File: src/rtl/clk_sel_ctrl.sv
// clk_sel_ctrl: supervisory controller for the NGMUX SEL input of the ROC clock tree.
//   Watches the heartbeats from CLK0 and CLK1, declares each clock OK or lost, and fails
//   over between CLK0 (preferred) and CLK1. Switches are rate-limited by a settle window,
//   and firmware can force a selection. Everything runs on the free-running reference CLK.
// Ports:
//   CLK, RESET            reference clock, asynchronous active-high reset
//   HB0, HB1              heartbeats from the two muxed clock domains (async to CLK)
//   FORCE_EN, FORCE_SEL   firmware override of the selection
//   SEL                   NGMUX select (0 = CLK0, 1 = CLK1)
//   CLK0_OK, CLK1_OK      health flags
//   BUSY                  high during SWITCH and the following settle window
//   SWITCH_CNT            saturating count of SEL changes
// Build option: define CLK_SEL_AUTO_REVERT_EN to return to CLK0 as soon as it is healthy
//   again. Without it the selection is sticky and moves only when the current clock is
//   lost and the other one is OK.
// All outputs are registered.

// Heartbeat health monitor for one clock domain.
//   hb_i -> 2-FF synchronizer -> XOR edge register (3 CLK cycles to the edge pulse).
//   A watchdog counts reference cycles since the last edge; a good counter counts
//   consecutive timely edges. ok_o is registered from both counters.
module clk_sel_hmon #(
  parameter int TIMEOUT  = 64,
  parameter int GOOD_CNT = 16
) (
  input  logic CLK,
  input  logic RESET,
  input  logic hb_i,
  output logic ok_o
);

  localparam int WDW = $clog2(TIMEOUT + 1);
  localparam int GCW = $clog2(GOOD_CNT + 1);
  localparam logic [WDW-1:0] WD_MAX = WDW'(TIMEOUT);
  localparam logic [GCW-1:0] GC_MAX = GCW'(GOOD_CNT);

  logic           sync1_q, sync2_q, sync3_q;
  logic           edge_q,  edge_d;
  logic [WDW-1:0] wd_q,    wd_d;
  logic [GCW-1:0] good_q,  good_d;
  logic           ok_q,    ok_d;
  logic           timeout;

  // sync3_q only holds the previous synchronized level for the edge detector.
  always_ff @(posedge CLK or posedge RESET) begin
    if (RESET) begin
      sync1_q <= 1'b0;
      sync2_q <= 1'b0;
      sync3_q <= 1'b0;
    end else begin
      sync1_q <= hb_i;
      sync2_q <= sync1_q;
      sync3_q <= sync2_q;
    end
  end

  assign timeout = (wd_q == WD_MAX);

  always_comb begin
    edge_d = sync2_q ^ sync3_q;
    wd_d   = wd_q;
    good_d = good_q;
    ok_d   = ok_q;

    // Watchdog: clear on every edge, otherwise count up and park at TIMEOUT.
    if (edge_q) begin
      wd_d = '0;
    end else if (!timeout) begin
      wd_d = wd_q + WDW'(1);
    end

    // An edge that arrives while the watchdog sits at TIMEOUT is late; it restarts the
    // watchdog but does not count toward recovery.
    if (timeout) begin
      good_d = '0;
    end else if (edge_q && (good_q != GC_MAX)) begin
      good_d = good_q + GCW'(1);
    end

    if (timeout) begin
      ok_d = 1'b0;
    end else if (good_q == GC_MAX) begin
      ok_d = 1'b1;
    end
  end

  always_ff @(posedge CLK or posedge RESET) begin
    if (RESET) begin
      edge_q <= 1'b0;
      wd_q   <= '0;
      good_q <= '0;
      ok_q   <= 1'b0;
    end else begin
      edge_q <= edge_d;
      wd_q   <= wd_d;
      good_q <= good_d;
      ok_q   <= ok_d;
    end
  end

  assign ok_o = ok_q;

endmodule

module clk_sel_ctrl #(
  parameter int TIMEOUT  = 64,
  parameter int GOOD_CNT = 16,
  parameter int SETTLE   = 32,
  parameter int CNT_W    = 8
) (
  input  logic             CLK,
  input  logic             RESET,
  input  logic             HB0,
  input  logic             HB1,
  input  logic             FORCE_EN,
  input  logic             FORCE_SEL,
  output logic             SEL,
  output logic             CLK0_OK,
  output logic             CLK1_OK,
  output logic             BUSY,
  output logic [CNT_W-1:0] SWITCH_CNT
);

  localparam int SCW = $clog2(SETTLE + 1);
  localparam logic [SCW-1:0]   SETTLE_LAST = SCW'(SETTLE - 1);
  localparam logic [CNT_W-1:0] CNT_MAX     = '1;

  typedef enum logic [1:0] {
    S_IDLE   = 2'd0,
    S_SWITCH = 2'd1,
    S_SETTLE = 2'd2
  } state_t;

  state_t           state_q,  state_d;
  logic             sel_q,    sel_d;
  logic             busy_q,   busy_d;
  logic [CNT_W-1:0] cnt_q,    cnt_d;
  logic [SCW-1:0]   settle_q, settle_d;
  logic             ok0, ok1;
  logic             des;

  clk_sel_hmon #(
    .TIMEOUT  (TIMEOUT),
    .GOOD_CNT (GOOD_CNT)
  ) u_hmon0 (
    .CLK   (CLK),
    .RESET (RESET),
    .hb_i  (HB0),
    .ok_o  (ok0)
  );

  clk_sel_hmon #(
    .TIMEOUT  (TIMEOUT),
    .GOOD_CNT (GOOD_CNT)
  ) u_hmon1 (
    .CLK   (CLK),
    .RESET (RESET),
    .hb_i  (HB1),
    .ok_o  (ok1)
  );

  // Desired selection. With both clocks down nothing here asks for a change.
  always_comb begin
    des = sel_q;
    if (FORCE_EN) begin
      des = FORCE_SEL;
    end else if (!sel_q && !ok0 && ok1) begin
      des = 1'b1;
    end else if (sel_q && ok0) begin
`ifdef CLK_SEL_AUTO_REVERT_EN
      // Preferred clock is back: go home even if CLK1 is still fine.
      des = 1'b0;
`else
      if (!ok1) begin
        des = 1'b0;
      end
`endif
    end
  end

  always_comb begin
    state_d  = state_q;
    sel_d    = sel_q;
    cnt_d    = cnt_q;
    settle_d = settle_q;

    case (state_q)
      S_IDLE: begin
        // DES is only looked at here; a request that disappears during SWITCH or
        // SETTLE is simply never seen.
        if (des != sel_q) begin
          state_d = S_SWITCH;
        end
      end
      S_SWITCH: begin
        // IDLE saw DES != SEL and SEL is one bit, so the target is the inverse.
        sel_d    = ~sel_q;
        settle_d = SETTLE_LAST;
        if (cnt_q != CNT_MAX) begin
          cnt_d = cnt_q + CNT_W'(1);
        end
        state_d = S_SETTLE;
      end
      S_SETTLE: begin
        if (settle_q == '0) begin
          state_d = S_IDLE;
        end else begin
          settle_d = settle_q - SCW'(1);
        end
      end
      default: begin
        state_d = S_IDLE;
      end
    endcase

    busy_d = (state_d != S_IDLE);
  end

  always_ff @(posedge CLK or posedge RESET) begin
    if (RESET) begin
      state_q  <= S_IDLE;
      sel_q    <= 1'b0;
      busy_q   <= 1'b0;
      cnt_q    <= '0;
      settle_q <= '0;
    end else begin
      state_q  <= state_d;
      sel_q    <= sel_d;
      busy_q   <= busy_d;
      cnt_q    <= cnt_d;
      settle_q <= settle_d;
    end
  end

  assign SEL        = sel_q;
  assign BUSY       = busy_q;
  assign SWITCH_CNT = cnt_q;
  assign CLK0_OK    = ok0;
  assign CLK1_OK    = ok1;

endmodule

File: config.mk
export PLATFORM = sky130hd
export DESIGN_NAME = clk_sel_ctrl
export DESIGN_NICKNAME = d
export VERILOG_FILES = /design/src/rtl/clk_sel_ctrl.sv
export SDC_FILE = /design/constraint.sdc
export NUM_CORES = 1
export LEC_CHECK = 0
export ABC_CLOCK_PERIOD_IN_PS = 2700
export BUFFER_PORTS_ARGS = -buffer_cell sky130_fd_sc_hd__buf_2
export CORE_MARGIN = 1.5
export CORE_UTILIZATION = 59
export CTS_CLUSTER_DIAMETER = 100
export DETAILED_ROUTE_END_ITERATION = 10
export PLACE_DENSITY = 0.77
export SETUP_SLACK_MARGIN = 0.05
export SYNTH_ARGS = -nofsm -noshare
export SYNTH_HDL_FRONTEND = slang
export SYNTH_HIERARCHICAL = 1
export SYNTH_SLANG_ARGS = --single-unit
File: constraint.sdc
create_clock -name CLK -period 2.7 [get_ports CLK]
set_clock_uncertainty 0.05 [all_clocks]
set_input_delay 0.27 -clock CLK [delete_from_list [all_inputs] [get_ports CLK]]
set_output_delay 0.27 -clock CLK [all_outputs]
set_load 0.03 [all_outputs]
==> flow_metrics.env, run 1 <==
export IMPL_status="finished clean"
export IMPL_cts_sink_count=52
export IMPL_path_buf_inv=1
export IMPL_dr_pass1_iters=4
export IMPL_yosys_area_share_adder=0.0492
export IMPL_fin_cells=309
export IMPL_nets=274
export IMPL_synth_area_top_cells="dfrtp_1, ha_1, xor2_1, nor2_1, xnor2_1"
export IMPL_reg2reg_depth=5
export IMPL_cts_made_buffers=5
export IMPL_grt_max_degree=19
export IMPL_switching_power_mw=0.935
export IMPL_wl_per_cell_um=13.5
export IMPL_clk_insertion_delay_late_ps=300
export IMPL_slew_headroom=0.525
export IMPL_r2r_slack_ps=790
export IMPL_power_frac_comb=0.315
export IMPL_synth_edf_count=0
export IMPL_reg2reg_from="u_hmon1/wd_q[0]"
export IMPL_drcViolationCount=0
export IMPL_viasPerCell=5.65
export IMPL_p_per_area_mw_per_mm2=919
export IMPL_worstSetupPathType="reg2reg"
export IMPL_place_inst=301
export IMPL_syn_area_sq_mm=0.00254
export IMPL_dpl_hpwl_mm=2.91
export IMPL_hold_viol_final=0
export IMPL_drt_wl_total_mm=4.16
export IMPL_cts_tree="yes"
export IMPL_crit_slowest_cell="or4b_1"
export IMPL_syn_area_per_cell_sq_um=10.7
export IMPL_yosys_area_top_type_share=0.511
export IMPL_hold_class="in2async"
export IMPL_period_minus_slack_ps=1910
export IMPL_cts_root_buffer_cell="clkbuf_8"
export IMPL_maxSlewViolCount=0
export IMPL_grt_pass1_wl_mm=7.32
export IMPL_crit_chain="inv_1, ha_1, or4b_1, nor3b_4, mux2_4"
export IMPL_seqPwrFrac=0.484
export IMPL_grt_pass1_vias=1652
export IMPL_core_area_sq_mm=0.00409
export IMPL_crit_fanout=5
export IMPL_syn_nets=254
export IMPL_tns_ps=0
export IMPL_vias=1747
export IMPL_synth_compound_area_share=0.0978
export IMPL_diodes=0
export IMPL_p_sw_frac=0.366
export IMPL_synth_xor_area_frac=0.0619
export IMPL_gp_congestion=0.803
export IMPL_pin_count=18
export IMPL_die_area_sq_mm=0.00472
export IMPL_yosys_area_share_simple=0.202
export IMPL_drive_gt1_frac=0.131
export IMPL_ys_ff_latch=52
export IMPL_clk_pin_slew_ps=90
export IMPL_max_freq_mhz=523
export IMPL_maxCapViolations=0
export IMPL_yosysTopAreaCell="dfrtp_1"
export IMPL_io_buffers=17
export IMPL_report_power_total_mw=2.55
export IMPL_grt_antenna_before_repair=0
export IMPL_die_x_um=68.7
export IMPL_hold_buffers=0
export IMPL_ant_nets=0
export IMPL_initial_core_util=0.623
export IMPL_cts_resized=0
export IMPL_crit_required_ps=2840
export IMPL_critPathMaxStageDelay_ps=470
export IMPL_fin_crit_sh=0.709
export IMPL_clk_path_buf_depth=2
export IMPL_ys_types=47
export IMPL_worstMarginPinSlew_ps=703
export IMPL_cts_max_level=2
export IMPL_grt_overflow=0
export IMPL_fp_dieH_um=68.7
export IMPL_rows=23
export IMPL_finalSetupViolations=0
export IMPL_synth_top_family_by_area="simple AND/OR/NAND/NOR gates"
export IMPL_synthFlopType="dfrtp_1"
export IMPL_synth_commonest_cells="dfrtp_1, nor2_1, nand2_1"
export IMPL_syn_inst=238
export IMPL_grt_use_total=0.211
export IMPL_end_kind="flop"
export IMPL_ys_warn_count=6
export IMPL_synthMostInstantiatedCell="dfrtp_1"
export IMPL_area_growth_pct=9.14
export IMPL_synthArstFlopShare=1.00
export IMPL_cts_setup_buffers=0
export IMPL_cpLargestDelayFamily="simple AND/OR/NAND/NOR gates"
export IMPL_clkPwrFrac=0.201
export IMPL_reg2reg_to="u_hmon1/wd_q[0]"
export IMPL_leakage_nw=1.25
export IMPL_fin_util=0.680
export IMPL_rsz0062_at_grt="no"
export IMPL_worst_ir_drop_vdd_uv=557
export IMPL_p_int_mw=1.62
export IMPL_seq_area_frac_synth=0.511
export IMPL_drt_iter0_drc=121
export IMPL_arrival_ps=2060
export IMPL_synth_mux_area_frac=0.0408
export IMPL_start_kind="flop"
==> final cells by class <==
| cell class | count | area (sq um) |
|---|---|---|
| Clock buffer | 6 | 72.6 |
| Clock inverter | 2 | 35.0 |
| Fill cell | 307 | 1310 |
| Inverter | 17 | 63.8 |
| Multi-Input combinational cell | 164 | 1150 |
| Sequential cell | 52 | 1300 |
| Tap cell | 50 | 62.6 |
| Timing Repair Buffer | 18 | 92.6 |
==> registers in the layout (all words and copies together), names as in the netlist, 2 cells and up <==
name            count
u_hmon0/good_q      5
u_hmon0/wd_q        7
state_q             2
settle_q            6
u_hmon1/wd_q        7
u_hmon1/good_q      5
SWITCH_CNT          8
==> power by group through the flow <==
stage | registers, mW | logic, mW | clock network (mW)
6_report | 1.24 | 0.804 | 0.513
3_3_place_gp | 1.24 | 0.786 | 0
5_1_grt | 1.28 | 0.915 | 0.557
3_5_place_dp | 1.25 | 0.807 | 0
4_1_cts | 1.23 | 0.815 | 0.532
2_1_floorplan | 1.29 | 0.563 | 0
==> placed cells by master, fill, tap and decap left out, types with 5 or more instances in the layout <==
cell type / n
nor2_1: 21
xor2_1: 10
nand2b_1: 5
clkbuf_8: 5
inv_1: 17
a21oi_1: 8
dfrtp_1: 52
nand4_1: 7
ha_1: 10
nand3_1: 8
xnor2_1: 8
o21ai_0: 11
nand2_1: 18
or3_1: 8
buf_2: 17
==> cells by family (layout without fill, tap and decap cells) <==
kind of cell    after synthesis  count (layout)
fa+ha+maj                    10              10
flops                        52              52
xor+xnor                     18              18
simple gates                 89              89
buf+inv                      22              43
mux                           9               9
compound gates               38              38
==> routing by layer <==
layer | up-vias | track usage | share of wire
met5 | - | 0 | 0
met4 | 0 | 0.0900 | 0.013
met3 | 4 | 0.0390 | 0.026
met2 | 24 | 0.347 | 0.47
met1 | 849 | 0.271 | 0.49
li1 | 870 | - | -
==> worst register-to-register path, stage by stage (launching register included) <==
cell,delay (ps)
dfrtp_1,420
inv_1,90
ha_1,130
or4b_1,470
nor3b_4,320
mux2_4,330
==> how the worst max path moves through the flow <==
stage               cells past startpoint              end       startpoint
finish                                  5  u_hmon1/wd_q[0]  u_hmon1/wd_q[0]
global route                            5  u_hmon1/wd_q[0]  u_hmon1/wd_q[0]
CTS                                     5  u_hmon1/wd_q[0]  u_hmon1/wd_q[0]
detailed placement                      5  u_hmon1/wd_q[0]  u_hmon1/wd_q[0]
global placement                        5  u_hmon1/wd_q[0]  u_hmon1/wd_q[0]
floorplan                               5  u_hmon1/wd_q[0]  u_hmon1/wd_q[0]
==> metrics by stage <==
step                hold WS (ps)  cell area (sq um)  setup slack (ps)
CTS                         9.12               2780               765
finish                      10.7               2780               787
detailed placement           288               2670               777
floorplan                    146               2540               777
global route                3.60               2780               705
global placement             289               2670               812
No activity file was read; power rests on OpenSTA's default activity.
==> run 2, diff against run 1 <==
ABC_CLOCK_PERIOD_IN_PS = 1810   (was 2700)
clock period = 1.81 ns   (was 2.7 ns; I/O delays follow)
==> run 2 against run 1 <==
The flow now finishes with violations (setup timing). Routed wire length grew 5.5%. Cell count is 2.9% higher. Utilization grew 2.2 points. Worst setup slack worse by 810 ps. Critical path type unchanged.
==> flow_metrics.env, run 2 (synthesized netlist as in run 1, its figures left out) <==
export IMPL_p_sw_frac=0.372
export IMPL_dr_pass1_iters=4
export IMPL_area_growth_pct=12.7
export IMPL_report_power_total_mw=3.79
export IMPL_fin_crit_sh=1.01
export IMPL_pin_count=18
export IMPL_cts_max_level=2
export IMPL_switching_power_mw=1.41
export IMPL_nets=284
export IMPL_violations="setup timing"
export IMPL_initial_core_util=0.623
export IMPL_grt_antenna_before_repair=0
export IMPL_maxCapViolations=0
export IMPL_status="complete, but fails checks"
export IMPL_rows=23
export IMPL_placed_area_sq_mm=0.00273
export IMPL_clk_path_buf_depth=2
export IMPL_clkPwrFrac=0.181
export IMPL_drt_iter0_drc=105
export IMPL_hold_viol_final=0
export IMPL_clk_pin_slew_ps=80
export IMPL_leakage_nw=1.29
export IMPL_arrival_ps=1970
export IMPL_die_x_um=68.7
export IMPL_die_area_sq_mm=0.00472
export IMPL_worst_slack_ps=-22.1
export IMPL_vias=1810
export IMPL_period_minus_slack_ps=1830
export IMPL_multi_input_area_sq_mm=0.00117
export IMPL_largest_register_ffs=8
export IMPL_mostFrequentLayoutCell="dfrtp_1"
export IMPL_rsz0062_at_grt="yes"
export IMPL_p_int_mw=2.38
export IMPL_clk_insertion_delay_late_ps=300
export IMPL_maxSlewViolCount=0
export IMPL_grt_overflow=0
export IMPL_place_ws_ps=-37.9
export IMPL_drcViolationCount=0
export IMPL_grt_pass1_vias=1594
export IMPL_grt_max_degree=19
export IMPL_drive_gt1_frac=0.168
export IMPL_cts_sink_count=52
export IMPL_hold_depth=3
export IMPL_fp_dieH_um=68.7
export IMPL_cts_tree="yes"
export IMPL_io_buffers=17
export IMPL_tns_ps=-34.4
export IMPL_diodes=0
export IMPL_viasPerCell=5.69
export IMPL_dpl_hpwl_mm=3.12
export IMPL_holdWs_ps=111
export IMPL_slew_headroom=0.534
export IMPL_drt_wl_total_mm=4.39
export IMPL_worst_ir_drop_vdd_uv=673
export IMPL_start_kind="flop"
export IMPL_gp_congestion=0.783
export IMPL_grt_use_total=0.209
export IMPL_nFillCells=303
export IMPL_reg2reg_to="u_hmon1/wd_q[0]"
export IMPL_p_per_area_mw_per_mm2=1320
export IMPL_fin_cells=318
export IMPL_fin_util=0.702
export IMPL_regArea_sq_mm=0.00130
export IMPL_core_area_sq_mm=0.00409
export IMPL_layout_common_cells="dfrtp_1, nor2_1, nand2_1"
export IMPL_crit_required_ps=1950
export IMPL_r2r_slack_ps=-20
export IMPL_hold_class="in2reg"
export IMPL_worstSetupPathType="reg2reg"
export IMPL_end_kind="flop"
export IMPL_reg2reg_depth=5
export IMPL_max_freq_mhz=546
export IMPL_grt_pass1_wl_mm=7.16
export IMPL_hold_end="state_q[0]"
export IMPL_crit_fanout=3
export IMPL_power_frac_comb=0.333
export IMPL_cts_root_buffer_cell="clkbuf_8"
export IMPL_finalSetupViolations=2
export IMPL_ant_nets=0
export IMPL_worstMarginPinSlew_ps=698
export IMPL_reg2reg_from="u_hmon1/wd_q[1]"
export IMPL_cts_setup_buffers=0
export IMPL_wl_per_cell_um=13.8
export IMPL_place_inst=308
export IMPL_final_cell_area_sq_mm=0.00287
export IMPL_seqPwrFrac=0.486
export IMPL_cts_made_buffers=5
export IMPL_hp_start="FORCE_EN"
-- run 2: changes by cell type in the layout (fill, tap and decap cells not counted), moves of 2 or more --
cell           delta
buf_4             +6
clkbuf_8          +2
dlygate4sd3_1     +3
inv_1             -2
inv_2             +2
-- run 2: layout make-up --
type                       count  share of cell area
sequential                    52               0.454
multi-input combinational    164               0.406
timing repair buffer          28              0.0624
clock buffer                   7              0.0336
inverter                      17              0.0222
tap                           50              0.0218
-- run 2: worst max-delay path by stage --
stage	startpoint	to	depth (start not counted)
2_1_floorplan	u_hmon1/wd_q[0]	u_hmon1/wd_q[0]	5
3_3_place_gp	u_hmon1/wd_q[0]	u_hmon1/wd_q[0]	5
3_5_place_dp	u_hmon1/wd_q[0]	u_hmon1/wd_q[1]	6
4_1_cts	u_hmon1/wd_q[0]	u_hmon1/wd_q[1]	6
5_1_grt	u_hmon1/wd_q[1]	u_hmon1/wd_q[1]	6
6_report	u_hmon1/wd_q[1]	u_hmon1/wd_q[0]	5
-- run 2: layer usage --
layer	part of all wire	track usage
met1	0.48	0.289
met5	0	0
met2	0.45	0.319
met4	0.016	0.0775
met3	0.048	0.0536
-- run 2: power by group through the flow --
stage / clock network [mW] / logic, mW / registers, mW
2_1_floorplan: 0 / 0.846 / 1.92
3_3_place_gp: 0 / 1.21 / 1.84
3_5_place_dp: 0 / 1.25 / 1.86
4_1_cts: 0.708 / 1.26 / 1.84
5_1_grt: 0.759 / 1.41 / 1.89
6_report: 0.686 / 1.26 / 1.84
-- run 2: repair_timing --
item | in CTS | in global routing
hold endpoints to repair | 54 | 0
hold buffers | 3 | 0
gates resized for setup | 2 | 3
pin swaps | 1 | 2
endpoints found under the setup margin | 3 | 9
-- run 2: critical path: stages (launching register included) --
cell,delay (ps)
dfrtp_1,400
inv_2,80
ha_4,120
or4b_4,460
nor3b_4,290
mux2_4,320
